**src/rtl/ring_router_pkg.sv**
```systemverilog
// Shared definitions for the ring router node: port indices and route computation.
// Latency: n/a (constants and pure functions only).
// Backpressure: n/a.
package ring_router_pkg;

  localparam int NPORTS = 3;

  localparam logic [1:0] PORT_LOCAL = 2'd0;
  localparam logic [1:0] PORT_CW    = 2'd1;
  localparam logic [1:0] PORT_CCW   = 2'd2;

  // Output port for a flit headed to 'dest' when sitting at 'node_id' on a
  // ring of 'nodes'. Out-of-range destinations are sunk locally. The
  // clockwise distance is formed without a modulo so it maps to an adder,
  // compare and subtract; equal distances either way go clockwise.
  function automatic logic [1:0] route(input int unsigned dest,
                                       input int unsigned node_id,
                                       input int unsigned nodes);
    int unsigned cw;
    if (dest >= nodes || dest == node_id) return PORT_LOCAL;
    cw = dest + nodes - node_id;
    if (cw >= nodes) cw = cw - nodes;
    if (cw <= nodes / 2) return PORT_CW;
    return PORT_CCW;
  endfunction

  // (a + b) mod NPORTS for a, b < NPORTS.
  function automatic logic [1:0] port_add(input logic [1:0] a, input logic [1:0] b);
    logic [2:0] s;
    s = {1'b0, a} + {1'b0, b};
    if (s >= 3'd3) s = s - 3'd3;
    return s[1:0];
  endfunction

  function automatic logic [1:0] port_inc(input logic [1:0] p);
    return (p == 2'd2) ? 2'd0 : p + 2'd1;
  endfunction

endpackage

```
**src/rtl/ring_router_fifo.sv**
```systemverilog
// Synchronous FIFO, registered storage; ports: clk, rst (sync, active-low),
// push/push_data, pop, head, full, empty, count.
// Latency: head valid the cycle after the write. Backpressure: push ignored when full, pop ignored when empty.
module ring_router_fifo #(
  parameter int DATA_W = 8,
  parameter int DEPTH  = 4
) (
  input  logic                       clk,
  input  logic                       rst,
  input  logic                       push,
  input  logic [DATA_W-1:0]          push_data,
  input  logic                       pop,
  output logic [DATA_W-1:0]          head,
  output logic                       full,
  output logic                       empty,
  output logic [$clog2(DEPTH+1)-1:0] count
);

  localparam int AW = $clog2(DEPTH);
  localparam int CW = $clog2(DEPTH + 1);

  logic [DATA_W-1:0] mem [DEPTH];
  logic [AW-1:0]     wr_ptr;
  logic [AW-1:0]     rd_ptr;
  logic              do_push;
  logic              do_pop;

  // Push qualification uses only 'full': no write-through when a pop frees a
  // slot in the same cycle.
  assign do_push = push && !full;
  assign do_pop  = pop && !empty;

  assign full  = (count == CW'(DEPTH));
  assign empty = (count == '0);
  assign head  = mem[rd_ptr];

  always_ff @(posedge clk) begin
    if (!rst) begin
      wr_ptr <= '0;
      rd_ptr <= '0;
      count  <= '0;
    end else begin
      // DEPTH is a power of two, so the pointers wrap by natural overflow.
      if (do_push) wr_ptr <= wr_ptr + AW'(1);
      if (do_pop)  rd_ptr <= rd_ptr + AW'(1);
      case ({do_push, do_pop})
        2'b10:   count <= count + CW'(1);
        2'b01:   count <= count - CW'(1);
        default: count <= count;
      endcase
    end
  end

  // Storage needs no reset: contents are only visible through count/empty.
  always_ff @(posedge clk) begin
    if (do_push) mem[wr_ptr] <= push_data;
  end

endmodule

```
**src/rtl/ring_router_rr.sv**
```systemverilog
// 3-port ring router node (0 local, 1 clockwise, 2 counter-clockwise); ports: clk, rst (sync, active-low),
// in_data/in_valid/in_ready and out_data/out_valid/out_ready, port p at [p*DATA_W +: DATA_W].
// Latency: 2 edges input to registered output. Backpressure: in_ready = !fifo_full; outputs reload when empty or being taken.
module ring_router_rr
  import ring_router_pkg::*;
#(
  parameter int DATA_W  = 8,
  parameter int DEPTH   = 4,
  parameter int NODES   = 4,
  parameter int DEST_W  = 3,
  parameter int NODE_ID = 0
) (
  input  logic                     clk,
  input  logic                     rst,
  input  logic [NPORTS*DATA_W-1:0] in_data,
  input  logic [NPORTS-1:0]        in_valid,
  output logic [NPORTS-1:0]        in_ready,
  output logic [NPORTS*DATA_W-1:0] out_data,
  output logic [NPORTS-1:0]        out_valid,
  input  logic [NPORTS-1:0]        out_ready
);

  localparam int CNT_W = $clog2(DEPTH + 1);

  logic [DATA_W-1:0] head [NPORTS];
  logic [1:0]        dir  [NPORTS];
  logic [NPORTS-1:0] full;
  logic [NPORTS-1:0] empty;
  logic [NPORTS-1:0] push;
  logic [NPORTS-1:0] pop;
  logic [CNT_W-1:0]  level_unused [NPORTS];

  // Per-output arbitration results.
  logic [NPORTS-1:0] hit;
  logic [NPORTS-1:0] slot_free;
  logic [1:0]        sel [NPORTS];

  // ---------------- input side: FIFO + route of the head flit ----------------
  for (genvar p = 0; p < NPORTS; p++) begin : g_in
    ring_router_fifo #(
      .DATA_W(DATA_W),
      .DEPTH (DEPTH)
    ) u_fifo (
      .clk      (clk),
      .rst      (rst),
      .push     (push[p]),
      .push_data(in_data[p*DATA_W +: DATA_W]),
      .pop      (pop[p]),
      .head     (head[p]),
      .full     (full[p]),
      .empty    (empty[p]),
      .count    (level_unused[p])
    );

    assign in_ready[p] = rst && !full[p];
    assign push[p]     = in_valid[p] && in_ready[p];
    assign dir[p]      = route(32'(head[p][DATA_W-1 -: DEST_W]), NODE_ID, NODES);
  end

  // ---------------- output side: round-robin arbiter + output register ----------------
  for (genvar o = 0; o < NPORTS; o++) begin : g_out
    logic [NPORTS-1:0] req;
    logic [1:0]        ptr;
    logic [1:0]        cand;
    logic [1:0]        sel_l;
    logic              hit_l;

    always_comb begin
      req = '0;
      for (int i = 0; i < NPORTS; i++) begin
        req[i] = !empty[i] && (dir[i] == 2'(o));
      end
    end

    // First requester at or after ptr, wrapping around the three inputs.
    always_comb begin
      hit_l = 1'b0;
      sel_l = ptr;
      cand  = ptr;
      for (int k = 0; k < NPORTS; k++) begin
        cand = port_add(ptr, 2'(k));
        if (!hit_l && req[cand]) begin
          hit_l = 1'b1;
          sel_l = cand;
        end
      end
    end

    assign hit[o]       = hit_l;
    assign sel[o]       = sel_l;
    assign slot_free[o] = !out_valid[o] || out_ready[o];

    // ptr only moves on an actual transfer, so a stalled output keeps its
    // fairness position.
    always_ff @(posedge clk) begin
      if (!rst) begin
        out_valid[o]                <= 1'b0;
        out_data[o*DATA_W +: DATA_W] <= '0;
        ptr                         <= '0;
      end else if (hit_l && slot_free[o]) begin
        out_valid[o]                <= 1'b1;
        out_data[o*DATA_W +: DATA_W] <= head[sel_l];
        ptr                         <= port_inc(sel_l);
      end else if (out_ready[o]) begin
        out_valid[o] <= 1'b0;
      end
    end
  end

  // Each head routes to a single output, so at most one output can pop a
  // given FIFO in a cycle.
  always_comb begin
    pop = '0;
    for (int o = 0; o < NPORTS; o++) begin
      if (hit[o] && slot_free[o]) pop[sel[o]] = 1'b1;
    end
  end

endmodule

```
**config.mk**
```make
export PLATFORM = sky130hd
export DESIGN_NAME = ring_router_rr
export DESIGN_NICKNAME = d
export VERILOG_FILES = /design/src/rtl/ring_router_pkg.sv /design/src/rtl/ring_router_fifo.sv /design/src/rtl/ring_router_rr.sv
export SDC_FILE = /design/constraint.sdc
export NUM_CORES = 1
export LEC_CHECK = 0
export CAP_MARGIN = 20
export CELL_PAD_IN_SITES_DETAIL_PLACEMENT = 0
export CELL_PAD_IN_SITES_GLOBAL_PLACEMENT = 1
export CORE_UTILIZATION = 35
export CTS_CLUSTER_DIAMETER = 80
export CTS_CLUSTER_SIZE = 16
export DETAILED_ROUTE_END_ITERATION = 12
export PLACE_DENSITY_LB_ADDON = 0.08
export SLEW_MARGIN = 20
export SYNTH_ARGS = -nofsm -noshare
export SYNTH_HDL_FRONTEND = slang
export SYNTH_SLANG_ARGS = --single-unit
```
**constraint.sdc**
```tcl
create_clock -name clk -period 5 [get_ports clk]
set_input_delay 1 -clock clk [delete_from_list [all_inputs] [get_ports clk]]
set_output_delay 1 -clock clk [all_outputs]
set_load 0.01 [all_outputs]
```
# Yosys cells after proc, flatten, opt, wreduce, memory -nomap -nowiden
# Memory sizes are Yosys's and may differ from the RTL's. A register that Yosys moved wholly into a read port is not among the register bits.
# Index checks and enable logic that the tools add are counted.
[totals]
regBits = 54
ram_bits = 96
output_inout_bits = 30
word_cells = 299
n_memories = 3
[memory_table]
columns = ["name", "depth", "word_bits", "read_ports", "rd_clocked_by_memory_dff", "wr", "line_no", "source"]
rows = [
  ["g_in[0].u_fifo.mem", 4, 8, 1, 1, 1, "ring_router_fifo.sv:22", "logic [DATA_W-1:0] mem [DEPTH];"],
  ["g_in[1].u_fifo.mem", 4, 8, 1, 1, 1, "ring_router_fifo.sv:22", ""],
  ["g_in[2].u_fifo.mem", 4, 8, 1, 1, 1, "ring_router_fifo.sv:22", ""],
]
[op_classes]
add_sub_neg = 36
magnitude_cmp = 36
n_eq_ne = 18
mux = 114
bitwise_logic = 5
n_reduce_logical = 69
[op_table]
columns = ["operator", "n"]
rows = [
  ["$mux 32", 6],
  ["$le 32x2->1 const B", 3],
  ["$mux 2", 39],
  ["$bmux 8 s2", 3],
  ["$mux 8", 6],
  ["$mux 1", 42],
  ["$lt 2x3->1 const B", 12],
  ["$logic_and 1x1->1", 33],
  ["$add 2x1->2 const B", 9],
  ["$bmux 1 s2", 9],
  ["$eq 2x2->1 const B", 9],
  ["$ge 3x2->1 const B", 6],
  ["$ge 3x3->1 const B", 6],
  ["$logic_not 3->1", 6],
  ["$pmux 3 s2", 3],
  ["$sub 2x2->2 const B", 9],
  ["$logic_not 1->1", 15],
  ["$sub 4x3->5 const B", 3],
  ["$add 3x3->4 const B", 3],
  ["$eq 2x1->1 const B", 6],
  ["$ge 4x3->1 const B", 3],
  ["$reduce_bool 2->1", 6],
  ["$add 2x1->3 const B", 3],
  ["$add 2x2->3 const B", 3],
  ["11 further kinds", 35],
]

# Depth between registers and ports, before layout
[logic_depth]
word_depth = 32
depth_mapped = 17
mapped_depth_nobuf = 16

# Modules after synthesis
# From an unflattened synthesis, not the netlist that was laid out.
[hier_totals]
cells_unflattened = 648
area_unflattened_um2 = 7684.9
[by_module_without_submodules]
columns = ["module", "n_inst", "cells_per_inst", "area_per_inst_um2", "seq_area_each_um2"]
rows = [
  ["ring_router_fifo", 3, 96, 1644.1, 1141.1],
  ["ring_router_rr", 1, 360, 2752.6, 660.6],
]

# Worst setup path after synthesis
# OpenSTA, ideal clock, no wires.
[synth_path]
path_type = "register -> register"
startpoint = "register (tool-made name)"
endpoint = "register g_in[0].u_fifo.count[2]"
setup_ns = 0.070
arrival_ns = 3.869
setup_slack_ns = 1.061
stages_incl_launch_ff = 16
synth_period_minus_slack_ns = 3.939
path_cell_list = "dfxtp_1 -> buf_6 -> mux4_2 -> o21ba_2 -> or3_1 -> a32oi_1 -> o221ai_2 -> a221oi_4 -> a21boi_1 -> nand2_1 -> ha_1 -> inv_1 -> fa_1 -> xor2_1 -> or3_1 -> a21oi_1"
[synth_lines]
columns = ["item", "line_no", "source"]
rows = [
  ["to (signal assigned)", "ring_router_fifo.sv:47", "2'b10: count <= count + CW'(1);"],
  ["to (signal assigned)", "ring_router_fifo.sv:48", "2'b01: count <= count - CW'(1);"],
  ["to (signal assigned)", "ring_router_fifo.sv:49", "default: count <= count;"],
  ["to (decl)", "ring_router_fifo.sv:16", "output logic [$clog2(DEPTH+1)-1:0] count"],
]

==> flow_metrics.env <==
export IMPL_cp_data_arrival_time_ns=4.84
export IMPL_critPathBufInv=4
export IMPL_crit_type="reg -> reg"
export IMPL_synth_edf_count=96
export IMPL_p_leak_nw=3.20
export IMPL_whs_ns=0.432
export IMPL_routed_wl_um=20100
export IMPL_slew_headroom_pct=61.1
export IMPL_wl_met1_um=9750
export IMPL_io_buffers=61
export IMPL_grt_pass1_wl_um=31300
export IMPL_critPathMaxStageDelay_ns=0.67
export IMPL_status="completed"
export IMPL_crit_family="compound AO/OA/AOI/OAI gates"
export IMPL_finalCritPeriodShare_pct=89.9
export IMPL_worst_pin_slew_ns=0.583
export IMPL_initial_core_util_pct=35.8
export IMPL_cts_resized=0
export IMPL_route_detailed_drc=0
export IMPL_wl_per_cell_um=20.3
export IMPL_finalHoldViolations=0
export IMPL_finalClockSkew_ns=0.0148
export IMPL_synth_compound_area_share_pct=15.4
export IMPL_overflow=0
export IMPL_synth_fp_nets=686
export IMPL_path_cells="mux4_2 > o21bai_2 > a22oi_1 > maj3_1 > a211oi_2 > buf_4 > a222oi_1 > buf_4 > inv_1 > ha_1 > inv_1 > fa_1 > xor2_1 > or3_1 > a21oi_1"
export IMPL_max_cap_viol_count=0
export IMPL_routed_wl_met3_um=929
export IMPL_core_rowCount=53
export IMPL_synth_top_family_by_area="compound AO/OA/AOI/OAI gates"
export IMPL_vdd_ir_drop_max_mv=0.250
export IMPL_insertion_delay_ns=0.43
export IMPL_cp_start_kind="register"
export IMPL_antenna_found_initial=0
export IMPL_setup_viol=0
export IMPL_path_max_fanout=16
export IMPL_hold_class="reg -> reg"
export IMPL_dr_pass1_iters=5
export IMPL_cts_hold_buf=0
export IMPL_path_clk_slew_ns=0.07
export IMPL_yosysTopAreaCell="edfxtp_1"
export IMPL_top_layer="met4"
export IMPL_antenna_cells=0
export IMPL_worstSetupEndpointType="register"
export IMPL_final_setup_tns_ns=0
export IMPL_nNetsFinal=759
export IMPL_die_y_um=149
export IMPL_synth_seq_cells=156
export IMPL_slowest_stage="mux4_2"
export IMPL_viasPerCell=5.42
export IMPL_synthMuxAreaShare_pct=8.38
export IMPL_yosysSeqAreaShare_pct=54.1
export IMPL_synth_simple_area_share_pct=11.8
export IMPL_cts_setup_buffers=0
export IMPL_cts_buffer_depth=2
export IMPL_ant_nets=0
export IMPL_drive_gt1_share_pct=14.2
export IMPL_grt_max_degree=30
export IMPL_grt_pass1_vias=5331
export IMPL_synth_area_leaders="edfxtp_1 38%, dfxtp_1 16%, mux4_2 7.2%, ha_1 3.5%, nor2_1 2.5%"
export IMPL_synth_xor_xnor_area_share_pct=1.72
export IMPL_htree_levels=4
export IMPL_hpwlAfterDp_um=15100
export IMPL_vias=5374
export IMPL_synth_ff_type="edfxtp_1"
export IMPL_coreArea_mm2=0.0211
export IMPL_ys_types=80
export IMPL_rsz0062_at_grt="false"
export IMPL_synth_area_mm2=0.00755
export IMPL_timing_fmax_mhz=222
export IMPL_postSynth_asyncResetShare_pct=0
export IMPL_wl_met2_um=9290
export IMPL_synthCells=630
export IMPL_synth_warnings=0
export IMPL_fin_crit_ns=4.49
export IMPL_synth_area_per_cell_um2=12.0
export IMPL_gp_congestion=0.811
export IMPL_dieWidth_um=149
export IMPL_cellPowerDensity_mw_per_mm2=662
export IMPL_tritoncts="yes"
export IMPL_cts_buffers=17
export IMPL_cts_root_buffer="clkbuf_16"
export IMPL_dr_first_iter_drc_count=374
export IMPL_design_area_mm2=0.00909
export IMPL_cts_sinks=156
export IMPL_syn2layout_area_growth_pct=20.3
export IMPL_track_usage_pct=19.2
export IMPL_placed_area_mm2=0.00851
export IMPL_yosysTopAreaCellShare_pct=38.2
export IMPL_worstPathRequired_ns=5.34
export IMPL_drv_slew=0
export IMPL_io_pins=62
export IMPL_rrSetupSlack_ns=0.51
export IMPL_synthAdderAreaFrac_pct=4.69
export IMPL_fp_dieArea_mm2=0.0222
state kept, by name, summed over array words and instances (netlist names), named ones only:
signal              cells
g_in.u_fifo.mem        96
out_data               24
g_in.u_fifo.count       9
out_valid               3
g_out.ptr               6
g_in.u_fifo.wr_ptr      6
g_in.u_fifo.rd_ptr      6
worst min-delay path: stages, from the launching register on:
cell	delay, ns
dfxtp_1	0.31
nand2_1	0.05
nor2_1	0.03
cells in the final DEF (no fill, tap or decap), types with 6 or more instances in the layout:
cell,count
clkdlybuf4s50_1,61
mux2i_1,7
a211oi_1,8
or3_1,12
inv_1,34
and3_1,17
buf_4,23
xnor2_1,6
mux4_2,24
ha_1,21
clkbuf_16,17
dfxtp_1,60
a31oi_1,15
xor2_1,7
o21ai_0,22
nand3_1,11
and2_1,7
nor2_1,51
nand2_1,46
nor3_1,12
a22oi_1,8
edfxtp_1,96
a21oi_1,37
cells by family (layout without fill, tap and decap cells):
| kind of cell | Yosys count | count (layout) |
|---|---|---|
| AOI/OAI and AO/OA | 156 | 156 |
| xor gates and xnor gates | 14 | 14 |
| and+or+nand+nor | 180 | 180 |
| DFF | 156 | 156 |
| adders and majority gates | 27 | 27 |
| muxes | 33 | 33 |
| buffers and inverters | 64 | 150 |
cell usage after synthesis (4+ instances only):
| master | n |
|---|---|
| a21oi_1 | 37 |
| mux4_2 | 24 |
| buf_6 | 6 |
| clkbuf_1 | 18 |
| mux2i_1 | 7 |
| a222oi_1 | 4 |
| o21ai_0 | 22 |
| a31o_2 | 4 |
| or3_1 | 12 |
| edfxtp_1 | 96 |
| dfxtp_1 | 60 |
| xnor2_1 | 6 |
| o21a_1 | 4 |
| nand3_1 | 11 |
| and2_1 | 7 |
| a22oi_1 | 8 |
| a211oi_1 | 9 |
| o22ai_1 | 5 |
| a31oi_1 | 15 |
| nor2_1 | 51 |
| nor3_1 | 12 |
| ha_1 | 21 |
| xor2_1 | 7 |
| nand4_1 | 5 |
| nand2_1 | 46 |
| o31ai_1 | 4 |
| and3_1 | 17 |
| inv_1 | 34 |
metal layers:
layer  global-route usage (%)  vias to the layer above
met5                        0                        -
met2                     29.8                      137
met3                     3.98                       13
li1                         -                     2549
met1                     27.4                     2675
met4                     4.74                        0
power by group:
group | leakage [nW] | total [W] | switching (W) | internal (W)
Combinational | 1.56 | 0.00305 | 0.00181 | 0.00124
Clock | 0.277 | 0.00128 | 0.000543 | 0.000739
Sequential | 1.36 | 0.00168 | 0.000133 | 0.00155
worst paths after layout:
kind                                  start                                    to  depth (start not counted)
setup reg to reg                   register  g_in[1].u_fifo.count[2]$_SDFFE_PN0P_                         15
hold reg to reg   out_data[23]$_SDFFE_PN0P_             out_data[23]$_SDFFE_PN0P_                          2
setup / recovery                   register  g_in[1].u_fifo.count[2]$_SDFFE_PN0P_                         15
hold / removal    out_data[23]$_SDFFE_PN0P_             out_data[23]$_SDFFE_PN0P_                          2
final cells by class:
cell class / count / area, um2
Clock buffer: 19 / 433
Clock inverter: 13 / 141
Fill cell: 2015 / 12000
Inverter: 34 / 128
Multi-Input combinational cell: 410 / 3180
Sequential cell: 156 / 4080
Tap cell: 275 / 344
Timing Repair Buffer: 84 / 783
through the flow:
| stage | total power (W) | util [%] | std cells | worst slack (ns) |
|---|---|---|---|---|
| finish | 0.00601 | 43.1 | 991 | 0.505 |
| global route | 0.00641 | 43.1 | 991 | 0.280 |
| global placement | 0.00475 | 40.4 | 959 | 0.591 |
| floorplan | 0.00367 | - | 630 | 1.06 |
| detailed placement | 0.00475 | 40.4 | 959 | 0.562 |
| CTS | 0.00605 | 43.1 | 991 | 0.531 |
(Power assumes the default switching activity.)
==> edit: new RTL, config.mk and constraints unchanged <==
`DEPTH` is set to 4 in 2 places; all go to 8.
--- a/src/rtl/ring_router_fifo.sv
+++ b/src/rtl/ring_router_fifo.sv
@@ -5,3 +5,3 @@
   parameter int DATA_W = 8,
-  parameter int DEPTH  = 4
+  parameter int DEPTH  = 8
 ) (
--- a/src/rtl/ring_router_rr.sv
+++ b/src/rtl/ring_router_rr.sv
@@ -7,3 +7,3 @@
   parameter int DATA_W  = 8,
-  parameter int DEPTH   = 4,
+  parameter int DEPTH   = 8,
   parameter int NODES   = 4,
Formal check against the unedited RTL: not equivalent (Yosys sat finds a counterexample within 10 cycles, from zero or initial values and one cycle with rst low).
==> edit against the unedited design <==
Synthesized area rose by 56%. Sequential cell count rose by 108. Total power rose by 21%. Synthesized cell count rose by 36%. Wire length rose by 47%. Sequential power rose by 58%. Final area rose by 51%. Critical path depth rose by 2. Setup slack got worse by 0.25 ns.
==> edit: results (changes against the unedited design) <==
totalWireLength_um: 29600  # +47%
clk_latency_ns: 0.51  # +0.08 ns
fin_skew_ns: 0.0154  # +0.000576 ns
synth-edff-count: 192  # +100%
wl_met3_um: 972  # +4.6%
fill_cells: 3083  # +53%
place_congestion: 0.849  # +4.7%
p_sw_mw: 2.63  # +5.7%
largest_registers: "g_in.u_fifo.mem: 192 flops, out_data: 24 flops, g_in.u_fifo.count: 12 flops"
synth_top_family_by_area: "multiplexers"
dr_wl_met2_um: 14100  # +52%
synth_adder_area_share_pct: 3.01  # -1.7 points
crit_slowest_cell: "mux4_2"
finalNetCount: 1000  # +32%
synth_fp_nets: 910  # +33%
m1WireLength_um: 13900  # +42%
worst-endpoint-arrival_ns: 5.19  # +0.35 ns
grt_first_pass_wirelength_um: 44900  # +44%
p_seq_share_pct: 36.4  # +8.4 points
dr_total_vias: 7371  # +37%
combPwrFrac_pct: 41.5  # -9.2 points
ir_drop_uv: 329  # +32%
synth_mux_area_share_pct: 13.1  # +4.7 points
status: "finished, final reports clean"
pre_cts_slack_ns: 0.159  # -0.404 ns
synth_compound_area_share_pct: 9.42  # -5.9 points
track_usage_pct: 17.7  # -1.6 points
synthTopCellsByArea: "edfxtp_1, dfxtp_1, mux4_2, a21oi_1, nor2_1"
grt_max_degree: 27  # -10%
slew-limit-headroom_pct: 25.1  # -36 points
htree_levels: 1  # -3
dp_hpwl_um: 21400  # +42%
postCtsSetupBuffers: 0  # unchanged
grtUsageMet3_pct: 1.96  # -2.0 points
cellLeakagePower_nw: 4.50  # +41%
placed_area_sq_um: 13100  # +54%
crit_path_max_incr_delay_ns: 0.54  # -0.13 ns
drive_gt1_share_pct: 17.1  # +2.9 points
grt_util_met2_pct: 29.5  # -0.22 points
ys_seq_area_share_pct: 61.1  # +7.0 points
synth_common_cells: "edfxtp_1, nor2_1, dfxtp_1, nand2_1, a21oi_1"
critPathMaxFanout: 8  # -8
synth_cells: 854  # +36%
cts_made_buffers: 21  # +4
yosysUniqueCellTypes: 81  # +1.3%
via_per_inst: 5.27  # -2.8%
## edit: changes by cell type in the layout (fill, tap and decap cells not counted), sizes merged, moves of 13 or more
cell | before | now
a21oi | 37 | 57
a31oi | 15 | 0
and3 | 17 | 4
buf | 23 | 43
clkbuf | 19 | 33
edfxtp | 96 | 192
mux2i | 7 | 27
mux4 | 24 | 48
nand2 | 47 | 60
nand2b | 3 | 16
nor2 | 52 | 74
## edit: final cells by class
cell class	count	area (sq um)	share of cell area, %
tap	442	553	4.03
multi-input combinational	520	4290	31.2
timing repair buffer	104	937	6.82
clock buffer	33	571	4.15
sequential	264	7210	52.5
inverter	33	124	0.902
clock inverter	3	50.0	0.364
## edit: final timing paths
check	depth (start not counted)	startpoint	slack [ns]	to
max	17	register	0.25	g_in[0].u_fifo.count[3]
max reg2reg	17	register	0.25	g_in[0].u_fifo.count[3]
min	2	out_data[0]	0.47	out_data[0]
min reg2reg	2	out_data[0]	0.47	out_data[0]
